## src/rtl/gate_sweep_ctrl.sv

```systemverilog
// Self-test sequencer for the 3-input AND/NOT/OR gate network: walks all 8 input vectors and compares e/f against the golden function.
// Optional first-failure capture ports are enabled by defining GATE_SWEEP_FAIL_CAP_EN.
module gate_sweep_ctrl #(
  parameter int unsigned SETTLE = 1
) (
  input  logic       clk,
  input  logic       reset,
  input  logic       start,
  output logic       a,
  output logic       b,
  output logic       c,
  input  logic       e,
  input  logic       f,
  output logic       busy,
  output logic       done,
  output logic       pass,
  output logic [3:0] err_cnt
`ifdef GATE_SWEEP_FAIL_CAP_EN
  ,
  output logic       fail_valid,
  output logic [2:0] fail_vec,
  output logic [1:0] fail_ef
`endif
);

  typedef enum logic [1:0] {
    S_IDLE,
    S_SETTLE,
    S_CHECK,
    S_DONE
  } state_t;

  localparam logic [3:0] SETTLE_C = 4'(SETTLE);

  state_t     state_q, state_d;
  logic [2:0] vec_q, vec_d;
  logic [3:0] cnt_q, cnt_d;
  logic [3:0] err_q, err_d;
  logic       pass_q, pass_d;
  logic       mismatch;

  // Golden network: e = ~c, f = (a & b) | ~c
  assign mismatch = ({e, f} != {~vec_q[0], (vec_q[2] & vec_q[1]) | ~vec_q[0]});

`ifdef GATE_SWEEP_FAIL_CAP_EN
  logic       fv_q, fv_d;
  logic [2:0] fvec_q, fvec_d;
  logic [1:0] fef_q, fef_d;
`endif

  always_ff @(posedge clk) begin
    if (reset) begin
      state_q <= S_IDLE;
      vec_q   <= '0;
      cnt_q   <= '0;
      err_q   <= '0;
      pass_q  <= 1'b0;
`ifdef GATE_SWEEP_FAIL_CAP_EN
      fv_q    <= 1'b0;
      fvec_q  <= '0;
      fef_q   <= '0;
`endif
    end else begin
      state_q <= state_d;
      vec_q   <= vec_d;
      cnt_q   <= cnt_d;
      err_q   <= err_d;
      pass_q  <= pass_d;
`ifdef GATE_SWEEP_FAIL_CAP_EN
      fv_q    <= fv_d;
      fvec_q  <= fvec_d;
      fef_q   <= fef_d;
`endif
    end
  end

  always_comb begin
    state_d = state_q;
    vec_d   = vec_q;
    cnt_d   = cnt_q;
    err_d   = err_q;
    pass_d  = pass_q;
    busy    = 1'b0;
    done    = 1'b0;
`ifdef GATE_SWEEP_FAIL_CAP_EN
    fv_d    = fv_q;
    fvec_d  = fvec_q;
    fef_d   = fef_q;
`endif
    case (state_q)
      S_IDLE: begin
        if (start) begin
          vec_d   = '0;
          cnt_d   = '0;
          err_d   = '0;
          pass_d  = 1'b0;
          state_d = S_SETTLE;
`ifdef GATE_SWEEP_FAIL_CAP_EN
          fv_d    = 1'b0;
          fvec_d  = '0;
          fef_d   = '0;
`endif
        end
      end
      S_SETTLE: begin
        busy  = 1'b1;
        cnt_d = cnt_q + 4'd1;
        if (cnt_q + 4'd1 == SETTLE_C) begin
          state_d = S_CHECK;
        end
      end
      S_CHECK: begin
        busy = 1'b1;
        if (mismatch) begin
          err_d = err_q + 4'd1;
`ifdef GATE_SWEEP_FAIL_CAP_EN
          if (!fv_q) begin
            fv_d   = 1'b1;
            fvec_d = vec_q;
            fef_d  = {e, f};
          end
`endif
        end
        // The last vector's compare must be folded into the pass verdict.
        if (vec_q == 3'd7) begin
          pass_d  = (err_d == 4'd0);
          state_d = S_DONE;
        end else begin
          vec_d   = vec_q + 3'd1;
          cnt_d   = '0;
          state_d = S_SETTLE;
        end
      end
      S_DONE: begin
        done    = 1'b1;
        state_d = S_IDLE;
      end
      default: state_d = S_IDLE;
    endcase
  end

  assign a       = vec_q[2];
  assign b       = vec_q[1];
  assign c       = vec_q[0];
  assign pass    = pass_q;
  assign err_cnt = err_q;
`ifdef GATE_SWEEP_FAIL_CAP_EN
  assign fail_valid = fv_q;
  assign fail_vec   = fvec_q;
  assign fail_ef    = fef_q;
`endif

endmodule
```

## config.mk

```make
export PLATFORM = sky130hd
export DESIGN_NAME = gate_sweep_ctrl
export DESIGN_NICKNAME = d
export VERILOG_FILES = /design/src/rtl/gate_sweep_ctrl.sv
export SDC_FILE = /design/constraint.sdc
export NUM_CORES = 1
export LEC_CHECK = 0
export ABC_CLOCK_PERIOD_IN_PS = 2440
export BUFFER_PORTS_ARGS = -buffer_cell sky130_fd_sc_hd__buf_4
export CAP_MARGIN = 20
export CORE_MARGIN = 2
export CORE_UTILIZATION = 30
export DETAILED_ROUTE_END_ITERATION = 8
export GPL_TIMING_DRIVEN = 0
export PLACE_DENSITY_LB_ADDON = 0.05
export SKIP_LAST_GASP = 1
export SLEW_MARGIN = 20
export SYNTH_ARGS = -nofsm -noshare
export SYNTH_HDL_FRONTEND = slang
export SYNTH_SLANG_ARGS = --single-unit
```

## constraint.sdc

```tcl
create_clock -name clk -period 2.44 [get_ports clk]
set_input_delay 0.488 -clock clk [delete_from_list [all_inputs] [get_ports clk]]
set_output_delay 0.488 -clock clk [all_outputs]
set_load 0.05 [all_outputs]
```

==> flow_summary.yaml <==
outcome:
  status: "completed"
die:
  die_h_um: 62.2
  rows: 21
  core_area_um2: 3280
  start_util_pct: 30.9
  die-area_um2: 3870
  ioPinCount: 15
  fp.dieW_um: 62.2
pwr:
  powerDensity_nw_per_um2: 803
  leakage_nw: 0.480
  irDropWorstVdd_mv: 0.306
  fin_total_pwr_w: 0.000969
clocking:
  cts_root_buf: "clkbuf_4"
  cts_tree: "done"
  cts_htree_levels: 1
  clkLatencyLatePin_ns: 0.29
  holdBufCountCts: 0
  clock_path_buffers: 2
  cts_resized: 0
  clk_pin_slew_ns: 0.10
  cts_buffers: 3
  cts.sinks: 14
  post_cts_buffers: 0
worst_setup_path:
  worstSetupStartpointType: "flop"
  required_ns: 2.64
  cp_max_fo: 6
  rrSetupSlack_ns: 0.27
  critical_path_class: "reg2reg"
  setup.worst_path.end_class: "flop"
  worstPathArrival_ns: 2.37
logic_synthesis:
  yosys_warnings: 0
  synth_area_um2: 1020
  ys_top_cells_by_area: "dfxtp_1 28%, ha_1 12%, nand2_1 4.8%, nor2_1 4.1%, a21oi_1 3.4%"
  synth.avg_cell_area_um2: 8.33
  synth_cell_types: 38
  yosys_register_bits: 14
  yosysTopAreaCell: "dfxtp_1"
  synth_nets: 137
  synthCells: 122
  synth_top_area_share_pct: 27.6
  yosysSeqAreaShare_pct: 27.6
finish:
  seqCellArea_um2: 280
  fillers: 378
  multi_input_area_um2: 692
  drive_above_1_share_pct: 20.9
  syn_to_final_growth_pct: 18.8
  nets: 155
  design_area_um2: 1210
  antennaDiodeCount: 0
  layout.cells.non_filler: 185
global_routing:
  grt_util_all_layers_pct: 13.2
  grt_max_degree: 11
  grt-ovfl-total: 0
  antenna_found_initial: 0
  grt_pass1_vias: 837
  grt_pass1_wl_um: 4060
timing:
  period_share_pct: 88.7
  max_freq_mhz: 462
  slew_violations: 0
  setup_tns_ns: 0
  hold_viol: 0
  fin_skew_ns: 0.0132
  max-slew-margin-rel_pct: 47.1
  rsz0062_at_grt: "no"
  holdWs_ns: 0.531
  setup_viol: 0
  period_minus_slack_ns: 2.17
  tightestPinTransition_ns: 0.786
placed_design:
  port_buffers: 13
  hpwl_um: 1750
  place_area_um2: 1170
  dp_cells: 181
  gp_congestion: 0.730
job:
  cap_violations: 0
route:
  ant_nets: 0
  vias_per_cell: 5.06
  vias: 936
  dr.pass1.iters: 4
  drcViolationCount: 0
  first_iter_violations: 48
  wire_per_inst_um: 12.6
  totalWireLength_um: 2330
min_path:
  hp-class: "reg2reg"
[stage by stage]
stage               setup slack [ns]  utilization (%)
floorplan                      0.503                -
global placement               0.279             35.7
detailed placement             0.269             35.7
CTS                            0.233             36.8
global route                  0.0788             36.8
finish                         0.275             36.8
[worst max-delay path, cell delays in order (launching register included)]
cell     delay [ns]
dfxtp_1        0.43
inv_1          0.12
ha_1           0.26
o21ai_0        0.65
a21oi_1        0.07
or3b_2         0.48
o41ai_2        0.06
[synthesized netlist by cell type]
cell,count
xor2_1,1
clkbuf_1,3
inv_1,6
buf_2,2
or3b_2,2
o21ai_4,1
a31o_2,1
nor2_1,11
a41oi_1,1
or3_4,1
and3_1,2
nand4b_1,1
o41ai_2,1
dfxtp_1,14
and3b_1,1
a31oi_4,1
nand3_1,7
a21oi_1,7
a311oi_1,1
nor3b_1,2
nor4b_1,1
nand2b_1,2
a22oi_1,3
and2_0,1
a211oi_1,4
nor3_1,1
nand3b_1,3
ha_1,10
a311oi_2,1
a21boi_0,1
nand2_1,13
nor2b_1,4
o21ai_0,5
and4b_4,1
a21o_1,1
or4b_4,1
a31oi_1,3
or4b_1,1
[cell type report]
cell class	instances	area share, %
sequential	14	23.2
timing repair buffer	13	8.08
inverter	6	1.87
buffer	5	1.76
tap	46	4.77
clock buffer	4	3.01
multi-input combinational	97	57.3
[cells by family after synthesis]
logic type	count (synthesis)	synth area share [%]
AOI/OAI and AO/OA	31	23.8
xor gates and xnor gates	1	0.862
adders and majority gates	10	12.3
buffers and inverters	11	4.31
DFF	14	27.6
and+or+nand+nor	55	31.2
[worst paths after layout]
| path | cells after the start | start | endpoint |
|---|---|---|---|
| setup / recovery | 6 | state_q[0] | pass |
| hold / removal | 2 | cnt_q[2] | cnt_q[2] |
| setup reg to reg | 6 | state_q[0] | pass |
| hold reg to reg | 2 | cnt_q[2] | cnt_q[2] |
[metal layers]
layer / vias up / track usage [%] / share of wire, %
met2: 16 / 20.5 / 45
met1: 440 / 17.7 / 49
met4: 0 / 5.83 / 1.9
met3: 5 / 2.54 / 3.6
li1: 475 / - / -
met5: - / 0 / 0
[where the power goes]
group	switching (W)	total (W)	internal, W
Sequential	0.0000538	0.000313	0.000259
Clock	0.0000816	0.000172	0.0000909
Combinational	0.000307	0.000484	0.000177
Total	0.000442	0.000969	0.000527
[registers in the layout (all words and copies together) (netlist names)]
name,count
cnt_q,4
err_cnt,4
pass,1
state_q,2
vec_q,3
[cell usage in the layout (no fill, tap or decap), drive strengths merged, types with 3 or more instances in the layout]
cell type  Yosys  routed
a21oi          7       7
clkbuf         3       7
o21ai          6       6
dfxtp         14      14
a31oi          4       4
buf            2      15
inv            6       6
a22oi          3       3
nor2b          4       4
nand2         13      13
nor2          11      11
nand3b         3       3
a211oi         4       4
ha            10      10
nand3          7       7
(Power assumes the default switching activity.)
